File: config.mk
export PLATFORM = sky130hd
export DESIGN_NAME = fmac_booth_mult_iter
export DESIGN_NICKNAME = d
export VERILOG_FILES = /design/src/rtl/fmac_booth_mult_iter.sv
export SDC_FILE = /design/constraint.sdc
export NUM_CORES = 1
export LEC_CHECK = 0
export CAP_MARGIN = 10
export CORE_UTILIZATION = 40
export DETAILED_ROUTE_END_ITERATION = 8
export GPL_ROUTABILITY_DRIVEN = 0
export PLACE_DENSITY = 0.66
export SYNTH_ARGS = -nofsm -noshare
export SYNTH_HDL_FRONTEND = slang
export SYNTH_SLANG_ARGS = --single-unit
File: constraint.sdc
create_clock -name Clk_CI -period 6.1 [get_ports Clk_CI]
set_clock_uncertainty 0.2 [all_clocks]
set_input_delay 0.915 -clock Clk_CI [delete_from_list [all_inputs] [get_ports Clk_CI]]
set_output_delay 0.915 -clock Clk_CI [all_outputs]
set_load 0.005 [all_outputs]
File: src/rtl/fmac_booth_mult_iter.sv
// rtl/fmac_booth_mult_iter.sv - iterative radix-4 Booth significand multiplier feeding the FMAC aligner
//
// Purpose: computes Mant_b x Mant_c in carry-save form, retiring one radix-4
// Booth digit per cycle through a 3:2 compressor. Addend, exponents and signs
// are captured with the operands and presented together with the product.
//
// Ports:
//   Clk_CI, Rst_RBI           clock (rising edge), async active-low reset
//   Flush_SI                  synchronous abort, overrides every other action
//   Valid_SI / Ready_SO       operand-side handshake
//   Exp_*_DI, Mant_*_DI,
//   Sign_*_DI                 operand set (significands include hidden bit)
//   Valid_SO / Ready_SI       result-side handshake toward the aligner
//   Exp_*_DO, Mant_a_DO,
//   Sign_*_DO                 captured pass-through fields
//   Pp_sum_DO / Pp_carry_DO   carry-save product, sum+carry mod 2^49 = Mant_b*Mant_c

module fmac_booth_mult_iter #(
   parameter int C_FMAC_MANT = 23,
   parameter int C_FMAC_EXP  = 8
) (
   input  logic                     Clk_CI,
   input  logic                     Rst_RBI,
   input  logic                     Flush_SI,
   input  logic                     Valid_SI,
   output logic                     Ready_SO,
   input  logic [C_FMAC_EXP-1:0]    Exp_a_DI,
   input  logic [C_FMAC_EXP-1:0]    Exp_b_DI,
   input  logic [C_FMAC_EXP-1:0]    Exp_c_DI,
   input  logic [C_FMAC_MANT:0]     Mant_a_DI,
   input  logic [C_FMAC_MANT:0]     Mant_b_DI,
   input  logic [C_FMAC_MANT:0]     Mant_c_DI,
   input  logic                     Sign_a_DI,
   input  logic                     Sign_b_DI,
   input  logic                     Sign_c_DI,
   output logic                     Valid_SO,
   input  logic                     Ready_SI,
   output logic [C_FMAC_EXP-1:0]    Exp_a_DO,
   output logic [C_FMAC_EXP-1:0]    Exp_b_DO,
   output logic [C_FMAC_EXP-1:0]    Exp_c_DO,
   output logic [C_FMAC_MANT:0]     Mant_a_DO,
   output logic                     Sign_a_DO,
   output logic                     Sign_b_DO,
   output logic                     Sign_c_DO,
   output logic [2*C_FMAC_MANT+2:0] Pp_sum_DO,
   output logic [2*C_FMAC_MANT+2:0] Pp_carry_DO
);

   localparam int C_SIG_W  = C_FMAC_MANT + 1;
   localparam int C_PP_W   = 2*C_FMAC_MANT + 3;
   localparam int C_DIGITS = (C_SIG_W + 2) / 2;
   localparam int C_X_W    = 2*C_DIGITS + 1;
   localparam int C_CNT_W  = $clog2(C_DIGITS);

   typedef enum logic [1:0] {S_IDLE, S_BUSY, S_DONE} state_t;

   state_t               r_state;
   logic [C_CNT_W-1:0]   r_cnt;
   logic                 r_valid;
   logic [C_PP_W-1:0]    r_sum;
   logic [C_PP_W-1:0]    r_carry;
   logic [C_SIG_W-1:0]   r_mant_b;
   logic [C_SIG_W-1:0]   r_mant_c;
   logic [C_FMAC_EXP-1:0] r_exp_a, r_exp_b, r_exp_c;
   logic [C_SIG_W-1:0]   r_mant_a;
   logic                 r_sign_a, r_sign_b, r_sign_c;

   logic                 w_accept;
   logic [C_X_W-1:0]     w_x;
   logic [C_X_W-1:0]     w_x_sh;
   logic [2:0]           w_digit;
   logic [C_PP_W-1:0]    w_b_ext;
   logic [C_PP_W-1:0]    w_mag;
   logic                 w_neg;
   logic [C_PP_W-1:0]    w_mag_sh;
   logic [C_PP_W-1:0]    w_pp;
   logic [C_PP_W-1:0]    w_maj;
   logic [C_PP_W-1:0]    w_sum_nxt;
   logic [C_PP_W-1:0]    w_carry_nxt;

   // Ready depends only on state and the downstream ready so that a result
   // can be consumed and the next operand set accepted in the same cycle.
   assign Ready_SO = (r_state == S_IDLE) || ((r_state == S_DONE) && Ready_SI);
   assign w_accept = Valid_SI && Ready_SO;

   // Two zero guard bits on top keep the last digit non-negative for an
   // unsigned multiplier; the implicit zero below bit 0 starts the recoding.
   assign w_x     = {2'b00, r_mant_c, 1'b0};
   assign w_x_sh  = w_x >> {r_cnt, 1'b0};
   assign w_digit = w_x_sh[2:0];
   assign w_b_ext = {{(C_PP_W-C_SIG_W){1'b0}}, r_mant_b};

   always_comb begin
      w_mag = '0;
      w_neg = 1'b0;
      case (w_digit)
         3'b001, 3'b010: w_mag = w_b_ext;
         3'b011:         w_mag = w_b_ext << 1;
         3'b100: begin
            w_mag = w_b_ext << 1;
            w_neg = 1'b1;
         end
         3'b101, 3'b110: begin
            w_mag = w_b_ext;
            w_neg = 1'b1;
         end
         default: w_mag = '0;
      endcase
   end

   // Negative digits enter as the one's complement; the missing +1 rides in
   // the free LSB of the shifted carry vector.
   assign w_mag_sh    = w_mag << {r_cnt, 1'b0};
   assign w_pp        = w_neg ? ~w_mag_sh : w_mag_sh;
   assign w_sum_nxt   = r_sum ^ r_carry ^ w_pp;
   assign w_maj       = (r_sum & r_carry) | (r_sum & w_pp) | (r_carry & w_pp);
   assign w_carry_nxt = {w_maj[C_PP_W-2:0], w_neg};

   always_ff @(posedge Clk_CI or negedge Rst_RBI) begin
      if (!Rst_RBI) begin
         r_state  <= S_IDLE;
         r_cnt    <= '0;
         r_valid  <= 1'b0;
         r_sum    <= '0;
         r_carry  <= '0;
         r_mant_b <= '0;
         r_mant_c <= '0;
         r_exp_a  <= '0;
         r_exp_b  <= '0;
         r_exp_c  <= '0;
         r_mant_a <= '0;
         r_sign_a <= 1'b0;
         r_sign_b <= 1'b0;
         r_sign_c <= 1'b0;
      end else if (Flush_SI) begin
         r_state <= S_IDLE;
         r_cnt   <= '0;
         r_valid <= 1'b0;
         r_sum   <= '0;
         r_carry <= '0;
      end else if (w_accept) begin
         r_state  <= S_BUSY;
         r_cnt    <= '0;
         r_valid  <= 1'b0;
         r_sum    <= '0;
         r_carry  <= '0;
         r_mant_b <= Mant_b_DI;
         r_mant_c <= Mant_c_DI;
         r_exp_a  <= Exp_a_DI;
         r_exp_b  <= Exp_b_DI;
         r_exp_c  <= Exp_c_DI;
         r_mant_a <= Mant_a_DI;
         r_sign_a <= Sign_a_DI;
         r_sign_b <= Sign_b_DI;
         r_sign_c <= Sign_c_DI;
      end else begin
         case (r_state)
            S_IDLE: r_valid <= 1'b0;
            S_BUSY: begin
               r_sum   <= w_sum_nxt;
               r_carry <= w_carry_nxt;
               if (r_cnt == C_CNT_W'(C_DIGITS-1)) begin
                  r_state <= S_DONE;
                  r_cnt   <= '0;
                  r_valid <= 1'b1;
               end else begin
                  r_cnt <= r_cnt + C_CNT_W'(1);
               end
            end
            S_DONE: begin
               if (Ready_SI) begin
                  r_state <= S_IDLE;
                  r_valid <= 1'b0;
               end
            end
            default: begin
               r_state <= S_IDLE;
               r_valid <= 1'b0;
            end
         endcase
      end
   end

   assign Valid_SO    = r_valid;
   assign Exp_a_DO    = r_exp_a;
   assign Exp_b_DO    = r_exp_b;
   assign Exp_c_DO    = r_exp_c;
   assign Mant_a_DO   = r_mant_a;
   assign Sign_a_DO   = r_sign_a;
   assign Sign_b_DO   = r_sign_b;
   assign Sign_c_DO   = r_sign_c;
   assign Pp_sum_DO   = r_sum;
   assign Pp_carry_DO = r_carry;

endmodule
Yosys cells after proc, flatten, opt, wreduce, memory -nomap -nowiden:

Index checks and enable logic that the tools add are counted.
W data, S select, Z words.

* flip-flop bits (word level): 204
* word-level logic and storage cells: 72

* $add $sub $neg: 1
* eq/ne operators: 12
* shifts and indexed selects: 2
* muxes and demuxes: 23
* bitwise gates (word level): 9
* reductions and logical operators: 11

Operator list (count)
* $mux W49: 7
* $and A48 B48 Y48: 3
* $xor A49 B49 Y49: 2
* $or A48 B48 Y48: 2
* $pmux W25 S2: 1
* $not A49 Y49: 1
* $shl A49 B5 Y49: 1
* $shr A25 B5 Y3: 1
* $mux W4: 4
* $eq A3 B3 Y1 const B: 3
* $mux W2: 4
* $ne A4 B4 Y1 const B: 2
* $eq A3 B2 Y1 const B: 2
* $pmux W2 S3: 1
* $mux W1: 5
* $add A4 B1 Y4 const B: 1
* $eq A4 B4 Y1 const B: 1
* $reduce_and A2 Y1: 2
* $reduce_or A4 Y1: 1
* $eq A3 B1 Y1 const B: 1
* $ne A3 B3 Y1 const B: 1
* $reduce_and A3 Y1: 1
* $reduce_bool A3 Y1: 1
* $reduce_or A3 Y1: 1
* other kinds (8): 9

Longest topological paths before layout:

Gate-level depths: netlist of the first run.

* word-level depth: 13
* mapped depth: 21
* depth with buffers taken out: 16

Least setup slack after synthesis of the first run:

Ideal clock, no wire load.

* path kind: register -> register
* start point: reg r_cnt[0]
* end point: reg r_sum[21], in the netlist Pp_sum_DO[21]
* setup time: 0.130 ns
* arrival: 5.068 ns
* required time: 5.770 ns
* path slack: 0.702 ns
* cell stages (with the launch flop): 20
* period minus slack after synthesis: 5.398 ns
* path through: dfrtp_1 -> buf_1 -> buf_1 -> buf_1 -> mux4_2 -> mux2i_1 -> o22a_1 -> inv_1 -> ha_1 -> inv_1 -> nor2_1 -> a311o_1 -> buf_6 -> a221oi_1 -> nor3_1 -> or4_1 -> a21o_1 -> xnor2_1 -> fa_1 -> o21ai_0

* cells in the longest elaborated chain, start to end: 11
* elaborated cells on any way between the ends: 19
* classes of those cells: 6 x eq/ne; 2 x shift; 6 x mux; 2 x bitwise; 3 x reduce/logical

RTL lines
* from (decl): line 58 `logic [C_CNT_W-1:0] r_cnt;`
* from (signal assigned): line 167 `r_cnt <= r_cnt + C_CNT_W'(1);`
* $shr A25 B5 Y3: line 89 `assign w_x_sh = w_x >> {r_cnt, 1'b0};`
* $eq A3 B3 Y1 (tied with other cells): line 96 `case (w_digit)`
* $reduce_or A4 Y1 (no line) or $reduce_or A2 Y1 (tied branches)
* $pmux W25 S2: line 96
* $shl A49 B5 Y49: line 113 `assign w_mag_sh = w_mag << {r_cnt, 1'b0};`
* $not A49 Y49: line 114 `assign w_pp = w_neg ? ~w_mag_sh : w_mag_sh;`
* $mux W49 (*): line 114
* $xor A49 B49 Y49 (*): line 115 `assign w_sum_nxt = r_sum ^ r_carry ^ w_pp;`
* $mux W49 (*): line 157 `case (r_state)`
* $mux W49 (*): line 141 `end else if (w_accept) begin`
* $mux W49 (*): line 135 `end else if (Flush_SI) begin`
* to (signal assigned): line 160 `r_sum <= w_sum_nxt;`
* to (decl): line 60 `logic [C_PP_W-1:0] r_sum;`

Mark *: on every way between the ends. The rest lies on a longest branch, timed or not. The select of a mux whose other input is x is not followed.
A chain may end at the register's enable or synchronous reset.

Worst setup path after layout of the first run:

* start point: reg r_cnt[0]
* end point: reg r_sum[25], in the netlist Pp_sum_DO[25]

The elaborated chain is that of the path after synthesis.

==> load_flow_metrics.sql, run 1 <==
INSERT INTO impl_metrics (metric_group, metric, value, unit) VALUES
('sta', 'maxSlewHeadroom', '46.4', '%'),
('yosys', 'yosys_register_bits', '204', ''),
('sta', 'tightestPinTransition', '0.802', 'ns'),
('placement', 'io_buffer_count', '254', ''),
('critical_path', 'criticalPathCategory', 'reg2reg', ''),
('yosys', 'synth.yosys.warnings', '0', ''),
('sta', 'min_period', '5.43', 'ns'),
('pwr', 'cellLeakagePower', '5.79', 'nW'),
('sta', 'timing.final.max_slew_violations', '0', ''),
('final_layout', 'finalInstanceArea', '15200', 'sq um'),
('critical_path', 'data_arrival_time_at_the_worst_slack_endpoint', '5.66', 'ns'),
('sta', 'finalHoldViolCount', '0', ''),
('pwr', 'p_clk_share', '24.7', '%'),
('yosys', 'post_synth_num_cell_types', '64', ''),
('placement', 'detailedPlacementHpwl', '23500', 'microns'),
('final_layout', 'fill_cells', '2414', ''),
('worst_hold_path', 'holdCritPathClass', 'in2async', ''),
('die', 'die_height', '172', 'microns'),
('cts', 'cts_hold_repair.buffers', '0', ''),
('yosys', 'synth_edf_count', '0', ''),
('final_layout', 'area_growth', '31.1', '%'),
('final_layout', 'layout.cells.most_common_list', 'sky130_fd_sc_hd__clkdlybuf4s50_1, sky130_fd_sc_hd__dfrtp_1, sky130_fd_sc_hd__nand2_1', ''),
('final_layout', 'drive_above_1_share', '14.3', '%'),
('cts', 'number_of_gates_resized_after_cts', '0', ''),
('route', 'via_density', '5.43', ''),
('critical_path', 'cp.required', '6.33', 'ns'),
('yosys', 'ys_async_sr_fraction', '100', '%'),
('run', 'max_cap_viol_count', '0', ''),
('cts', 'cts_root_buffer', 'sky130_fd_sc_hd__clkbuf_16', ''),
('cts', 'cts-htree-levels', '1', ''),
('grt', 'globalRoute.totalOverflow', '0', ''),
('pwr', 'ir_worst_vdd', '0.237', 'mV'),
('cts', 'tritoncts', 'built', ''),
('sta', 'final_min_period_over_clock_period', '89.0', '%'),
('critical_path', 'cp-end-kind', 'register', ''),
('grt', 'grt_max_degree', '118', ''),
('final_layout', 'num-nets-final', '1490', ''),
('cts', 'max-clock-path-buffers', '3', ''),
('critical_path', 'worst_setup_path_start_kind', 'register', ''),
('sta', 'grt_setup_unrepaired', 'no', ''),
('cts', 'clk-insertion-delay-late', '0.53', 'ns'),
('die', 'die_width', '172', 'microns'),
('yosys', 'synthesis.instances', '1107', ''),
('route', 'detailroute.via_count', '9380', ''),
('die', 'start_util', '41.2', '%'),
('final_layout', 'insertedDiodeCount', '0', ''),
('cts', 'clk_pin_slew_worst_paths', '0.06', 'ns'),
('yosys', 'post_synth.cell_area_avg', '10.5', 'sq um'),
('yosys', 'synth_seq_area_share', '44.0', '%'),
('die', 'pin_count', '255', ''),
('placement', 'placed_area', '14500', 'sq um'),
('sta', 'report.final.setup_viol', '0', ''),
('pwr', 'cell_internal_pwr', '3.42', 'mW'),
('cts', 'cts_inserted_buffers', '24', ''),
('cts', 'cts_setup_buffers', '0', ''),
('route', 'drc_violation_total_after_the_first_tritonroute_iteration', '771', ''),
('route', 'drt-wirelength-per-cell', '18.7', 'microns'),
('sta', 'setup_total_negative_slack', '0', 'ns'),
('final_layout', 'mostFrequentLayoutCell', 'sky130_fd_sc_hd__clkdlybuf4s50_1', ''),
('outcome', 'result_of_the_run', 'completed', ''),
('route', 'finalWirelength', '32200', 'microns'),
('die', 'fp-row-count', '61', ''),
('pwr', 'seqPwrFrac', '34.5', '%'),
('yosys', 'ys_dominant_reg_cell', 'sky130_fd_sc_hd__dfrtp_1', ''),
('pwr', 'powerDensity', '353', 'nW/um^2'),
('grt', 'grtUsageTotal', '22.0', '%'),
('route', 'remaining_design_rule_violation_count', '0', ''),
('pwr', 'swShare', '36.2', '%'),
('grt', 'initial_antenna_violation_count', '0', ''),
('route', 'drtAntennaViolNets', '0', ''),
('die', 'floorplan.die_area', '29700', 'sq um'),
('critical_path', 'worstPathMaxFanout', '36', ''),
('grt', 'grt_first_pass_wirelength', '51300', 'microns'),
('yosys', 'syn_area', '11600', 'sq um'),
('sta', 'maxClockFrequency', '0.184', 'GHz'),
('grt', 'grt_pass1_vias', '9423', ''),
('yosys', 'synth_nets', '1265', ''),
('route', 'drt-pass1-iter-count', '6', ''),
('pwr', 'p_comb_share', '40.8', '%'),
('cts', 'numClockSinks', '204', ''),
('pwr', 'netSwitchingPower', '1.94', 'mW'),
('die', 'fp.coreArea', '28200', 'sq um');
[layer usage]
layer	global-route usage, %	vias up	share of wire (%)
li1	-	4264	-
met1	30.4	4558	43
met2	33.8	491	45
met3	6.00	67	9.7
met4	6.58	0	3.0
met5	0	-	0
[area by class of cell]
class	count	area, sq um	area share [%]
Multi-Input combinational cell	721	5810	38.2
Clock inverter	8	53.8	0.354
Inverter	109	409	2.69
Clock buffer	34	668	4.39
Timing Repair Buffer	272	2690	17.7
Tap cell	378	473	3.11
Sequential cell	204	5110	33.6
[sequential cells by signal, indices dropped and copies added (netlist names)]
signal       cells
r_mant_b        24
Exp_a_DO         8
Sign_b_DO        1
Valid_SO         1
Mant_a_DO       24
Pp_carry_DO     49
Exp_c_DO         8
Sign_a_DO        1
r_cnt            4
Exp_b_DO         8
Sign_c_DO        1
Pp_sum_DO       49
r_mant_c        24
r_state          2
[power groups by stage]
stage,logic [mW],registers [mW],clock network [mW]
floorplan,1.33,1.80,0
global placement,2.12,1.86,0
detailed placement,2.18,1.87,0
CTS,2.19,1.85,1.36
global route,2.41,1.89,1.40
finish,2.19,1.85,1.33
[stage by stage]
stage	setup WS (ns)	hold slack, ns	std cells	power, mW	util (%)
floorplan	0.702	0.275	1107	3.13	-
global placement	0.924	0.287	1684	3.98	51.4
detailed placement	0.785	0.295	1684	4.05	51.4
CTS	0.705	0.272	1726	5.40	54.0
global route	0.286	0.299	1726	5.70	54.0
finish	0.673	0.232	1726	5.37	54.0
[path summary, 6_finish.rpt]
check / from / endpoint / slack, ns / cells after the start
max in group asynchronous: Rst_RBI / Mant_a_DO[11]$_DFFE_PN0P_ / 4.36 / 2
min: Rst_RBI / Pp_sum_DO[13]$_DFFE_PN0P_ / 0.23 / 1
min reg2reg: Pp_carry_DO[34]$_DFFE_PN0P_ / Pp_carry_DO[34]$_DFFE_PN0P_ / 0.30 / 2
max reg2reg: r_cnt[0]$_DFFE_PN0P_ / Pp_sum_DO[25]$_DFFE_PN0P_ / 0.67 / 16
min in group Clk_CI: Pp_carry_DO[34]$_DFFE_PN0P_ / Pp_carry_DO[34]$_DFFE_PN0P_ / 0.30 / 2
max: r_cnt[0]$_DFFE_PN0P_ / Pp_sum_DO[25]$_DFFE_PN0P_ / 0.67 / 16
[synthesized netlist by cell type, types with 28 or more instances]
library cell               instances  area (sq um)
sky130_fd_sc_hd__dfrtp_1         204          5100
sky130_fd_sc_hd__nand2_1         136           510
sky130_fd_sc_hd__o21ai_0         115           576
sky130_fd_sc_hd__mux2_2          109          1230
sky130_fd_sc_hd__inv_1           106           398
sky130_fd_sc_hd__clkbuf_1         60           225
sky130_fd_sc_hd__fa_1             48           961
sky130_fd_sc_hd__nor3_1           33           165
sky130_fd_sc_hd__nor2_1           31           116
sky130_fd_sc_hd__a21oi_1          28           140
sky130_fd_sc_hd__xnor2_1          28           245
[cells by family after synthesis]
group	count (synthesis)	share of synthesized area, %
compound gates	244	13.6
xor+xnor	49	3.70
fa+ha+maj	54	8.93
buf+inv	182	6.16
flops	204	44.0
mux	145	15.3
simple gates	229	8.39
[critical path: stages, from the launching register on]
cell and delay [ns]:
sky130_fd_sc_hd__dfrtp_2 0.78, sky130_fd_sc_hd__mux4_2 0.58, sky130_fd_sc_hd__mux2i_1 0.15, sky130_fd_sc_hd__o22a_1 0.22
sky130_fd_sc_hd__inv_1 0.08, sky130_fd_sc_hd__ha_1 0.25, sky130_fd_sc_hd__inv_1 0.10, sky130_fd_sc_hd__nor2_1 0.06
sky130_fd_sc_hd__a311o_1 0.33, sky130_fd_sc_hd__buf_4 0.25, sky130_fd_sc_hd__a221oi_1 0.58, sky130_fd_sc_hd__nor3_1 0.15
sky130_fd_sc_hd__o41ai_1 0.45, sky130_fd_sc_hd__o21ai_0 0.24, sky130_fd_sc_hd__xnor2_1 0.28, sky130_fd_sc_hd__fa_1 0.45
sky130_fd_sc_hd__o21ai_0 0.15
No activity file was read; power rests on OpenSTA's default activity.
==> inputs of run 2 (changes only) <==
--- a/config.mk
+++ b/config.mk
@@ -9,6 +9,7 @@
 export CORE_UTILIZATION = 40
 export DETAILED_ROUTE_END_ITERATION = 8
 export GPL_ROUTABILITY_DRIVEN = 0
+export GPL_TIMING_DRIVEN = 0
 export PLACE_DENSITY = 0.66
 export SYNTH_ARGS = -nofsm -noshare
 export SYNTH_HDL_FRONTEND = slang
==> run 2 against run 1 <==
Against the previous run: the flow now finishes with violations (design-rule violations); hold slack worse by 0.016 ns; register-to-register slack worse by 0.48 ns; non-clock buffer count up 57; final area up 2.1%; largest cell class unchanged.
==> load_flow_metrics.sql, run 2 (synthesis gave the netlist of run 1 again) <==
INSERT INTO impl_metrics (metric_group, metric, value, unit) VALUES
('worst_hold_path', 'holdCritPathClass', 'in2async', ''),
('final_layout', 'layoutNonFillerInstCount', '1781', ''),
('cts', 'cts_hold_repair.buffers', '0', ''),
('route', 'drt-wirelength-per-cell', '19.5', 'microns'),
('cts', 'numClockSinks', '204', ''),
('cts', 'cts_inserted_buffers', '23', ''),
('grt', 'grtUsageTotal', '23.6', '%'),
('route', 'drc_violation_total_after_the_first_tritonroute_iteration', '932', ''),
('pwr', 'cellLeakagePower', '5.91', 'nW'),
('route', 'via_density', '5.50', ''),
('grt', 'grt_pass1_vias', '9757', ''),
('run', 'max_cap_viol_count', '0', ''),
('placement', 'placed_area', '14600', 'sq um'),
('placement', 'placedCellCount', '1739', ''),
('grt', 'grt_max_degree', '113', ''),
('critical_path', 'cp.required', '6.33', 'ns'),
('pwr', 'powerDensity', '363', 'nW/um^2'),
('route', 'remaining_design_rule_violation_count', '4', ''),
('sta', 'report.final.setup_viol', '0', ''),
('sta', 'final_min_period_over_clock_period', '96.9', '%'),
('grt', 'globalRoute.totalOverflow', '0', ''),
('sta', 'timing.final.max_slew_violations', '0', ''),
('outcome', 'failed_checks', 'design-rule violations', ''),
('critical_path', 'cp-end-kind', 'register', ''),
('cts', 'clk_pin_slew_worst_paths', '0.06', 'ns'),
('sta', 'maxClockFrequency', '0.169', 'GHz'),
('cts', 'cts-htree-levels', '1', ''),
('route', 'finalWirelength', '34700', 'microns'),
('die', 'fp-row-count', '61', ''),
('die', 'die_width', '172', 'microns'),
('die', 'pin_count', '255', ''),
('route', 'detailroute.via_count', '9792', ''),
('die', 'die_height', '172', 'microns'),
('sta', 'grt_setup_unrepaired', 'yes', ''),
('cts', 'cts_root_buffer', 'sky130_fd_sc_hd__clkbuf_16', ''),
('critical_path', 'worstPathMaxFanout', '10', ''),
('sta', 'min_period', '5.91', 'ns'),
('final_layout', 'finalInstanceArea', '15500', 'sq um'),
('cts', 'clk-insertion-delay-late', '0.51', 'ns'),
('placement', 'detailedPlacementHpwl', '26200', 'microns'),
('cts', 'max-clock-path-buffers', '3', ''),
('sta', 'setup_total_negative_slack', '0', 'ns'),
('die', 'fp.coreArea', '28200', 'sq um'),
('placement', 'io_buffer_count', '253', ''),
('die', 'start_util', '41.2', '%'),
('final_layout', 'area_growth', '33.9', '%'),
('critical_path', 'criticalPathCategory', 'reg2reg', ''),
('critical_path', 'data_arrival_time_at_the_worst_slack_endpoint', '6.14', 'ns'),
('route', 'drtAntennaViolNets', '0', ''),
('cts', 'tritoncts', 'built', ''),
('outcome', 'result_of_the_run', 'complete, but fails checks', ''),
('critical_path', 'worst_setup_path_start_kind', 'register', ''),
('sta', 'finalHoldViolCount', '0', ''),
('final_layout', 'insertedDiodeCount', '0', ''),
('final_layout', 'mostFrequentLayoutCell', 'sky130_fd_sc_hd__clkdlybuf4s50_1', ''),
('die', 'floorplan.die_area', '29700', 'sq um'),
('final_layout', 'layout.cells.most_common_list', 'sky130_fd_sc_hd__clkdlybuf4s50_1, sky130_fd_sc_hd__dfrtp_1, sky130_fd_sc_hd__nand2_1', ''),
('route', 'drt-pass1-iter-count', '9', ''),
('sta', 'maxSlewHeadroom', '37.1', '%'),
('grt', 'initial_antenna_violation_count', '0', ''),
('sta', 'tightestPinTransition', '0.939', 'ns'),
('grt', 'grt_first_pass_wirelength', '54300', 'microns'),
('final_layout', 'num-nets-final', '1546', ''),
('pwr', 'ir_worst_vdd', '0.237', 'mV'),
('final_layout', 'drive_above_1_share', '14.0', '%');
==> run 2: cell count changes in the layout (fill, tap and decap cells not counted), moves of 3 or more <==
| cell | previous run | this run |
|---|---|---|
| sky130_fd_sc_hd__a221oi_1 | 14 | 8 |
| sky130_fd_sc_hd__a221oi_2 | 5 | 11 |
| sky130_fd_sc_hd__buf_1 | 0 | 5 |
| sky130_fd_sc_hd__buf_4 | 17 | 3 |
| sky130_fd_sc_hd__buf_6 | 0 | 4 |
| sky130_fd_sc_hd__bufinv_16 | 0 | 3 |
| sky130_fd_sc_hd__clkbuf_1 | 7 | 60 |
| sky130_fd_sc_hd__clkbuf_2 | 0 | 5 |
| sky130_fd_sc_hd__clkbuf_8 | 4 | 8 |
| sky130_fd_sc_hd__clkinv_2 | 6 | 1 |
==> run 2: worst paths after layout <==
kind	slack (ns)	endpoint	from	depth (start not counted)
worst min register to register	0.30	Exp_c_DO[6]$_DFFE_PN0P_	Exp_c_DO[6]$_DFFE_PN0P_	1
worst max register to register	0.19	Pp_sum_DO[31]$_DFFE_PN0P_	r_cnt[0]$_DFFE_PN0P_	20
max in group asynchronous	4.48	Mant_a_DO[19]$_DFFE_PN0P_	Rst_RBI	2
min in group Clk_CI	0.30	Exp_c_DO[6]$_DFFE_PN0P_	Exp_c_DO[6]$_DFFE_PN0P_	1
worst max-delay path	0.19	Pp_sum_DO[31]$_DFFE_PN0P_	r_cnt[0]$_DFFE_PN0P_	20
worst min-delay path	0.22	Pp_carry_DO[16]$_DFFE_PN0P_	Rst_RBI	1
==> run 2: worst max-delay path, cell delays in order (launching register included) <==
cell                       delay (ns)
sky130_fd_sc_hd__dfrtp_2         0.43
sky130_fd_sc_hd__clkbuf_4        0.25
sky130_fd_sc_hd__clkbuf_4        0.25
sky130_fd_sc_hd__buf_4           0.25
sky130_fd_sc_hd__mux4_2          0.53
sky130_fd_sc_hd__mux2i_1         0.24
sky130_fd_sc_hd__o22a_1          0.26
sky130_fd_sc_hd__inv_1           0.08
sky130_fd_sc_hd__ha_1            0.26
sky130_fd_sc_hd__inv_1           0.09
sky130_fd_sc_hd__nor2_1          0.06
sky130_fd_sc_hd__a311o_1         0.34
sky130_fd_sc_hd__buf_6           0.16
sky130_fd_sc_hd__buf_6           0.14
sky130_fd_sc_hd__a221oi_1        0.30
sky130_fd_sc_hd__a21oi_1         0.22
sky130_fd_sc_hd__mux4_2          0.55
sky130_fd_sc_hd__a21oi_1         0.26
sky130_fd_sc_hd__xor2_1          0.32
sky130_fd_sc_hd__fa_1            0.46
sky130_fd_sc_hd__o21ai_0         0.15
==> run 2: routing by layer <==
layer,vias to the layer above,share of wire [%],GRT usage (%)
met1,4772,42,31.9
met4,0,3.2,7.70
met2,551,45,36.7
li1,4379,-,-
met5,-,0,0
met3,90,10,6.27
==> run 2: metrics by stage <==
step | setup slack (ns) | power [mW] | hold WS [ns] | util, %
5_1_grt | -0.0415 | 5.96 | 0.275 | 55.2
4_1_cts | -0.0121 | 5.62 | 0.249 | 54.9
3_3_place_gp | -4.98 | 4.04 | 0.286 | 51.9
6_report | 0.190 | 5.65 | 0.217 | 55.2
3_5_place_dp | -0.796 | 4.12 | 0.294 | 52.0
2_1_floorplan | 0.702 | 3.13 | 0.275 | -
==> run 2: report_power, final <==
part	internal, mW	switching [mW]
Sequential	1.61	0.227
Clock	0.913	0.550
Combinational	1.09	1.25
==> run 2: cell type report <==
class	count	area [sq um]
plain buffers	73	323
clock buffers	36	704
clock inverters	4	95.1
fillers	2461	12600
inverters	109	409
multi-input cells	721	5850
flip-flops and latches	204	5110
well taps	378	473
repair buffers	256	2580
==> run 2: what timing repair did <==
action	4_1_cts	5_1_grt
pin swaps	0	2
endpoints found under the setup margin	83	55
resized for setup	8	18
buffers inserted	0	2
